**src/rtl/jtag_interface_dr.sv**
```systemverilog
// jtag_interface_dr: data-register bank on the TAP tck domain.
// Decodes the active instruction. Runs the IDCODE (32b), STATUS (8b) and ACCESS (64b) data registers.
// Converts ACCESS updates into a valid/ready request and buffers one response for later scan-out.
// Ports:
//   clk, rst            tck and synchronous active-high reset
//   instructions        active instruction from the TAP
//   capture/shift/update_dr_state  TAP DR state flags
//   tdi, so             serial in / serial out (so = shreg[0])
//   bypass_sel          1 when the instruction selects none of the bank's registers
//   req_val/req_data/req_rdy       outgoing 64-bit request
//   resp_val/resp_data             incoming 64-bit response strobe
module jtag_interface_dr #(
    parameter int unsigned           INSTR_W    = 8,
    parameter logic [31:0]           IDCODE_VAL = 32'h0000_0001,
    parameter logic [INSTR_W-1:0]    OP_IDCODE  = INSTR_W'(8'h01),
    parameter logic [INSTR_W-1:0]    OP_ACCESS  = INSTR_W'(8'h10),
    parameter logic [INSTR_W-1:0]    OP_STATUS  = INSTR_W'(8'h11)
) (
    input  logic               clk,
    input  logic               rst,
    input  logic [INSTR_W-1:0] instructions,
    input  logic               capture_dr_state,
    input  logic               shift_dr_state,
    input  logic               update_dr_state,
    input  logic               tdi,
    output logic               so,
    output logic               bypass_sel,
    output logic               req_val,
    output logic [63:0]        req_data,
    input  logic               req_rdy,
    input  logic               resp_val,
    input  logic [63:0]        resp_data
);

    localparam int unsigned DATA_W = 64;
    localparam int unsigned ID_W   = 32;
    localparam int unsigned ST_W   = 8;

    logic [DATA_W-1:0] shreg;
    logic [DATA_W-1:0] shreg_nxt;
    logic [DATA_W-1:0] resp_buf;
    logic              resp_full;
    logic              ovf;

    logic              sel_id;
    logic              sel_acc;
    logic              sel_st;
    logic              update_acc;
    logic              slot_free;
    logic              req_load;
    logic              ovf_event;
    logic [ST_W-1:0]   status_word;

    // Instruction decode
    assign sel_id     = (instructions == OP_IDCODE);
    assign sel_acc    = (instructions == OP_ACCESS);
    assign sel_st     = (instructions == OP_STATUS);
    assign bypass_sel = ~(sel_id | sel_acc | sel_st);

    // The TAP re-times so on the negedge, so it is taken straight from the register
    assign so = shreg[0];

    // Request slot is usable if empty or being accepted in this same cycle
    assign update_acc = update_dr_state & sel_acc;
    assign slot_free  = ~req_val | req_rdy;
    assign req_load   = update_acc & slot_free;

    // Dropped update or response overwrite both count as overflow
    assign ovf_event  = (update_acc & ~slot_free) | (resp_val & resp_full);

    assign status_word = {5'b0, ovf, resp_full, req_val};

    // Shift register next value: capture has priority over shift
    always_comb begin
        shreg_nxt = shreg;
        if (capture_dr_state) begin
            if (sel_id) begin
                shreg_nxt = {32'b0, IDCODE_VAL};
            end else if (sel_acc) begin
                shreg_nxt = resp_buf;
            end else if (sel_st) begin
                shreg_nxt = {56'b0, status_word};
            end
        end else if (shift_dr_state) begin
            // tdi enters at the MSB of the active length; upper bits stay zero
            if (sel_id) begin
                shreg_nxt = {(DATA_W-ID_W)'(0), tdi, shreg[ID_W-1:1]};
            end else if (sel_acc) begin
                shreg_nxt = {tdi, shreg[DATA_W-1:1]};
            end else if (sel_st) begin
                shreg_nxt = {(DATA_W-ST_W)'(0), tdi, shreg[ST_W-1:1]};
            end
        end
    end

    always_ff @(posedge clk) begin
        if (rst) begin
            shreg <= '0;
        end else begin
            shreg <= shreg_nxt;
        end
    end

    // Request slot: load on accepted update, clear on handshake otherwise
    always_ff @(posedge clk) begin
        if (rst) begin
            req_val  <= 1'b0;
            req_data <= '0;
        end else if (req_load) begin
            req_val  <= 1'b1;
            req_data <= shreg;
        end else if (req_rdy) begin
            req_val  <= 1'b0;
        end
    end

    // Response buffer: a new response wins over the clear from an ACCESS capture
    always_ff @(posedge clk) begin
        if (rst) begin
            resp_buf  <= '0;
            resp_full <= 1'b0;
        end else if (resp_val) begin
            resp_buf  <= resp_data;
            resp_full <= 1'b1;
        end else if (capture_dr_state & sel_acc) begin
            resp_full <= 1'b0;
        end
    end

    // Sticky overflow; a STATUS capture clears it unless a new event lands the same cycle
    always_ff @(posedge clk) begin
        if (rst) begin
            ovf <= 1'b0;
        end else if (capture_dr_state & sel_st) begin
            ovf <= ovf_event;
        end else if (ovf_event) begin
            ovf <= 1'b1;
        end
    end

endmodule

```
**config.mk**
```make
export PLATFORM = sky130hd
export DESIGN_NAME = jtag_interface_dr
export DESIGN_NICKNAME = d
export VERILOG_FILES = /design/src/rtl/jtag_interface_dr.sv
export SDC_FILE = /design/constraint.sdc
export NUM_CORES = 1
export LEC_CHECK = 0
export ABC_AREA = 1
export CAP_MARGIN = 5
export CORE_AREA = 4 4 162 164
export DETAILED_ROUTE_END_ITERATION = 16
export DIE_AREA = 0 0 166 168
export PLACE_DENSITY = 0.64
export SYNTH_ARGS = -nofsm -noshare
export SYNTH_HDL_FRONTEND = slang
export SYNTH_SLANG_ARGS = --single-unit
```
**constraint.sdc**
```tcl
create_clock -name clk -period 3.9 [get_ports clk]
set_input_delay 0.585 -clock clk [delete_from_list [all_inputs] [get_ports clk]]
set_output_delay 0.585 -clock clk [all_outputs]
set_load 0.01 [all_outputs]
```
==> results of run 1 <==
cell usage after synthesis:
library cell  instances  share of area
nand2_2               3         0.0023
inv_1               113          0.053
nor2_1              205          0.096
nand3_4               1         0.0022
nand3_2               1         0.0012
clkbuf_1             38          0.018
dfxtp_1             195           0.48
a21oi_2               1         0.0011
o21ai_0              91          0.057
buf_4                 5         0.0047
o21ai_1              44          0.027
nor2_2                4         0.0031
nor2_4                1         0.0014
nand2_1             287           0.13
inv_2                 3         0.0014
o211ai_1              1        0.00093
nor3_1                1        0.00062
buf_6                 6         0.0084
buf_1                 4         0.0019
buf_2                26          0.016
nand3_1              38          0.024
a21oi_1             101          0.063
registers in the layout, indices dropped and copies added (netlist names):
name       flops
ovf            1
req_data      64
req_val        1
resp_buf      64
resp_full      1
shreg         64
tightest hold or removal path: cells and delay by family (launching register included):
kind / cells / cell delay, ns
AOI/OAI and AO/OA: 1 / 0.04
buffers and inverters: 1 / 0.05
DFF: 1 / 0.31
worst paths after layout:
kind                  endpoint  slack [ns]            start
hold / removal     req_data[6]        0.44      req_data[6]
setup / recovery    bypass_sel        0.95  instructions[6]
hold reg to reg    req_data[6]        0.44      req_data[6]
setup reg to reg  req_data[37]        2.11          req_val
cell type report:
cell class              count  area, µm²
flip-flops and latches    195       3900
well taps                 330        413
clock buffers              20        467
diodes                      1       2.50
fillers                  2639      14700
inverters                 116        438
repair buffers            155       1530
clock inverters            11        125
multi-input cells         779       3340
stage by stage:
step	total power (W)	util	cells	instance area [µm²]	hold slack, ns
global placement	0.00239	0.387	1575	9620	0.434
global route	0.00431	0.410	1606	10200	0.466
floorplan	0.00226	-	1169	8050	0.449
CTS	0.00421	0.410	1606	10200	0.447
finish	0.00413	0.410	1607	10200	0.445
detailed placement	0.00240	0.387	1575	9620	0.436
routing by layer:
| layer | share of wire | wire, µm |
|---|---|---|
| met4 | 0.0091 | 194 |
| met2 | 0.47 | 9920 |
| met1 | 0.47 | 10000 |
| met3 | 0.051 | 1090 |
| met5 | 0.0032 | 69 |
logic make-up (layout without fill, tap and decap cells):
| group | count (synthesis) | count (layout) | synth area share |
|---|---|---|---|
| AND/OR/NAND/NOR | 541 | 541 | 0.264 |
| other | 0 | 1 | 0 |
| AO/OA/AOI/OAI | 238 | 238 | 0.149 |
| buffers and inverters | 195 | 302 | 0.103 |
| flip-flops | 195 | 195 | 0.485 |
report_power, final:
group | switching [W] | internal [W] | leakage [nW]
registers | 0.0000248 | 0.00204 | 1.59
logic | 0.000155 | 0.000125 | 2.31
clock network | 0.000787 | 0.000999 | 0.289
total | 0.000967 | 0.00317 | 4.18
placed cells by master (no fill, tap or decap), types with 2 or more instances in the layout:
master,count
nand2_1,287
nor2_1,205
dfxtp_1,195
clkdlybuf4s50_1,143
inv_1,110
a21oi_1,101
o21ai_0,91
o21ai_1,44
nand3_1,38
clkbuf_16,17
buf_4,8
inv_2,5
nor2_2,4
inv_6,3
clkbuf_8,3
clkinv_2,3
buf_2,3
nand2_2,2
nand3_4,2
clkinvlp_4,2
bufinv_16,2
==> results.txt, run 1 <==
----------------------------------------------------
[Critical path]
  Cell class contributing the biggest share of worst-path delay ... buffers and inverters
  Critical path buffer and inverter count ... 4
  Master of the slowest instance on the critical path ... clkdlybuf4s50_1
  Largest driver fanout on the critical path ... 13
  Crit-path cells ... clkdlybuf4s50_1, inv_1, nand2_1, nor2_2, nand2_2, nand3_4, inv_1, clkdlybuf4s50_1
  Logic depth of the worst setup path including buffers ... 8
  Crit end category ... output port
  Arrival @ worst endpoint ... 2.37 ns
  Slowest Stage Delay on Critical Path ... 0.55 ns
  Required time at the endpoint of the critical path ... 3.31 ns
  Path depth of the worst reg2reg path ... 7
  Type of element launching the critical path ... primary input
  Worst setup path class ... in2out

[Die]
  Height of the die ... 168 µm
  Full die area ... 0.0279 mm²
  IO Pins ... 147
  Row count ... 58
  Effective utilization at floorplan ... 0.324
  Width of the chip ... 166 µm
  Floorplan Core Area ... 0.0249 mm²

[Yosys]
  Synthesized area per cell ... 6.89 µm²
  Number of synthesized register bits ... 195
  Warning count from the yosys run ... 0
  Share of synthesized area occupied by flip-flops and latches ... 0.485
  Cell area after synthesis ... 0.00805 mm²
  Net count of the mapped netlist ... 1249
  Synth cell types ... 22
  Count of mapped cells out of synthesis ... 1169

[STA]
  Worst-Margin Slew ... 0.982 ns
  Final max-slew violation count ... 0
  Fraction of the cycle the final worst path needs ... 0.757
  Total negative slack ... 0 ns
  Final number of setup-violating endpoints ... 0
  Final hold violation count ... 0
  Post-layout min period ... 2.95 ns
  Achievable clock frequency ... 339 MHz
  RSZ-0062 raised after global routing ... no
  Relative slew slack ... 0.345
  Final WS setup ... 0.948 ns
  Setup skew after layout ... 0.00632 ns

[GRT]
  Global Route met3 Usage ... 0.0376
  Congestion Overflow GR ... 0
  Gr usage total ... 0.153
  Wire length of the first global-routing pass ... 35.8 mm
  Maximum number of pins on one net before global-route repair ... 93
  Number of antenna violations at the first check in global routing ... 5
  Met1 Resource Use GR ... 0.196
  Number of global-route vias before repair ... 7053
  GR Util met2 ... 0.261
  Most heavily used metal layer in global routing ... met2

[Drt]
  Vias per Instance ... 4.52
  Via count ... 7262
  DRC violation count after routing ... 0
  Number of nets still failing antenna checks after routing ... 0
  Detailed Route Iter0 Violations ... 346
  Number of search-and-repair iterations in the first detailed-routing pass ... 5
  Wirelength, routed ... 21.3 mm
  Post-DR wirelength/cell ... 13.3 µm

[Power]
  Leakage power total ... 4.18 nW
  Max rail drop VDD ... 0.216 mV
  Power per cell area ... 405 mW/mm²

[Layout]
  Count of nets after finishing ... 1344
  Fraction of final layout cells with drive strength greater than 1 ... 0.0470
  Layout area overhead ... 26.9%

[Place]
  PortBufs ... 146
  Final weighted congestion of routability-driven global placement ... 0.796
  Pre-CTS setup slack ... 0.956 ns
  Post-detail-place hpwl ... 13.5 mm

[Job]
  Max-cap violation count ... 0

[Clock network]
  Clock tree buffer depth ... 2
  Clock tree from TritonCTS ... done
  Number of hold-repair buffers added at the cts stage ... 0
  Clock edge transition at the registers on the reported setup and hold paths ... 0.07 ns
  Total number of H-tree levels ... 4
  Post_cts resized ... 0
  Clk_lat worst skew ... 0.42 ns
  Clock root buffer ... clkbuf_16
  Number of buffers created by CTS ... 17
  Clock tree sinks ... 195
  Buffers inserted by post-CTS timing repair ... 0

[Run status]
  Status ... complete, no violations

[Min path]
  Worst hold-check path type ... reg2reg
  Hold Crit Depth ... 2

----------------------------------------------------
Power figures use the tool's default switching activity.
==> inputs of run 2 (changes only) <==
- clock period: 3.9 -> 2.9 ns (I/O delays scaled with it)
==> results.txt, run 2 (synthesis results as in run 1) <==
----------------------------------------------------
[Drt]
  Via count ... 7346 (+1.2%)
  DRC violation count after routing ... 0 (unchanged)
  Vias per Instance ... 4.55 (+0.59%)
  Number of search-and-repair iterations in the first detailed-routing pass ... 4 (-1)
  Number of nets still failing antenna checks after routing ... 0 (unchanged)
  Wirelength, routed ... 21.4 mm (+0.71%)
  Post-DR wirelength/cell ... 13.3 µm (+0.15%)
  Detailed Route Iter0 Violations ... 373 (+7.8%)

[Clock network]
  Total number of H-tree levels ... 4 (unchanged)
  Clk_lat worst skew ... 0.43 ns (about the same)
  Number of buffers created by CTS ... 17 (unchanged)
  Clock tree sinks ... 195 (unchanged)
  Clock root buffer ... clkbuf_16
  Clock tree from TritonCTS ... done
  Clock edge transition at the registers on the reported setup and hold paths ... 0.07 ns (about the same)
  Number of hold-repair buffers added at the cts stage ... 0 (unchanged)
  Post_cts resized ... 0 (unchanged)
  Clock tree buffer depth ... 2 (unchanged)
  Buffers inserted by post-CTS timing repair ... 0 (unchanged)

[Power]
  Leakage power total ... 4.23 nW (+0.99%)
  Max rail drop VDD ... 0.293 mV (+36%)
  Power per cell area ... 538 mW/mm² (+33%)

[Job]
  Max-cap violation count ... 0 (unchanged)

[Critical path]
  Type of element launching the critical path ... primary input
  Arrival @ worst endpoint ... 2.09 ns (-0.28 ns)
  Worst setup path class ... in2out
  Required time at the endpoint of the critical path ... 2.47 ns (-0.84 ns)
  Crit end category ... output port
  Largest driver fanout on the critical path ... 6 (-7)

[Place]
  Placed insts ... 1585 (+0.63%)
  PortBufs ... 146 (unchanged)
  Final weighted congestion of routability-driven global placement ... 0.812 (+2.1%)
  Placed standard-cell area ... 0.00972 mm² (+1.0%)
  Post-detail-place hpwl ... 13.9 mm (+3.3%)

[Layout]
  Count of nets after finishing ... 1354 (+0.74%)
  Fraction of final layout cells with drive strength greater than 1 ... 0.0521 (+0.00512)
  Area of all placed cells without fillers ... 0.0103 mm² (+0.77%)
  Number of inserted filler cells in the final layout ... 2570 (-2.6%)
  Layout area overhead ... 27.8%
  Area of the multi-input gates ... 0.00334 mm² (unchanged)
  Storage element area ... 0.00390 mm² (unchanged)
  Post-route non-filler standard cell count ... 1616 (+0.56%)
  Most common cell after layout, fill and taps aside ... nand2_1
  Top library cells by usage in the layout, fill and taps aside ... 287 x nand2_1, 205 x nor2_1, 195 x dfxtp_1
  Top Registers ... req_data: 64 flops, resp_buf: 64 flops, shreg: 64 flops

[STA]
  Fraction of the cycle the final worst path needs ... 0.870
  Worst Hold Margin ... 0.444 ns (-0.000794 ns)
  RSZ-0062 raised after global routing ... no
  Setup skew after layout ... 0.00889 ns (+0.00257 ns)
  Worst-Margin Slew ... 0.771 ns (-0.212 ns)
  Total negative slack ... 0 ns (unchanged)
  Achievable clock frequency ... 396 MHz
  Final hold violation count ... 0 (unchanged)
  Final max-slew violation count ... 0 (unchanged)
  Relative slew slack ... 0.486 (+0.141)
  Post-layout min period ... 2.52 ns
  Final number of setup-violating endpoints ... 0 (unchanged)

[GRT]
  Congestion Overflow GR ... 0 (unchanged)
  Number of global-route vias before repair ... 7133 (+1.1%)
  Maximum number of pins on one net before global-route repair ... 65 (-30%)
  Gr usage total ... 0.152 (-0.000849)
  Wire length of the first global-routing pass ... 35.5 mm (-0.91%)
  Number of antenna violations at the first check in global routing ... 5 (unchanged)

[Run status]
  Status ... complete, no violations

[Die]
  Width of the chip ... 166 µm (unchanged)
  Full die area ... 0.0279 mm² (unchanged)
  Effective utilization at floorplan ... 0.324 (unchanged)
  Height of the die ... 168 µm (unchanged)
  Row count ... 58 (unchanged)
  Floorplan Core Area ... 0.0249 mm² (unchanged)
  IO Pins ... 147 (unchanged)

[Min path]
  Worst hold-check path type ... reg2reg

----------------------------------------------------
==> run 2: path summary, 6_finish.rpt <==
check / from / to / slack, ns / cells past startpoint
worst max-delay path: instructions[7] / bypass_sel / 0.38 / 8
worst min-delay path: req_data[28] / req_data[28] / 0.44 / 2
worst min register to register: req_data[28] / req_data[28] / 0.44 / 2
worst max register to register: req_val / req_data[33] / 1.24 / 7
==> run 2: power by group <==
group / total, W / internal, W / switching [W]
combinational: 0.000386 / 0.000173 / 0.000212
sequential: 0.00278 / 0.00275 / 0.0000329
clock: 0.00237 / 0.00130 / 0.00108
total: 0.00554 / 0.00422 / 0.00132
==> run 2: metrics by stage <==
stage                util  setup slack [ns]  power, W
floorplan               -              1.41   0.00304
global placement    0.391             0.422   0.00323
detailed placement  0.391             0.397   0.00323
CTS                 0.414             0.388   0.00561
global route        0.414             0.315   0.00576
finish              0.414             0.377   0.00554
==> run 2: cell type report <==
cell class              instances  share of cell area
inverters                     116              0.0425
clock inverters                10              0.0120
repair buffers                165               0.158
diodes                          1            0.000243
well taps                     330              0.0401
multi-input cells             779               0.325
flip-flops and latches        195               0.379
clock buffers                  20              0.0434
==> run 2: routing by layer <==
layer	GRT usage	wire, µm	part of all wire	vias up
met5	0	71	0.0033	-
met4	0.0387	215	0.010	8
met3	0.0406	1120	0.052	18
met2	0.252	9720	0.45	144
met1	0.199	10300	0.48	3336
li1	-	-	-	3840
==> run 2: worst max-delay path, stage by stage <==
cell and delay, ns:
clkdlybuf4s50_1 0.50, inv_2 0.04, nand2_1 0.10, nor2_2 0.07, nand2_2 0.13, nand3_4 0.15
inv_1 0.13, clkdlybuf4s50_1 0.54
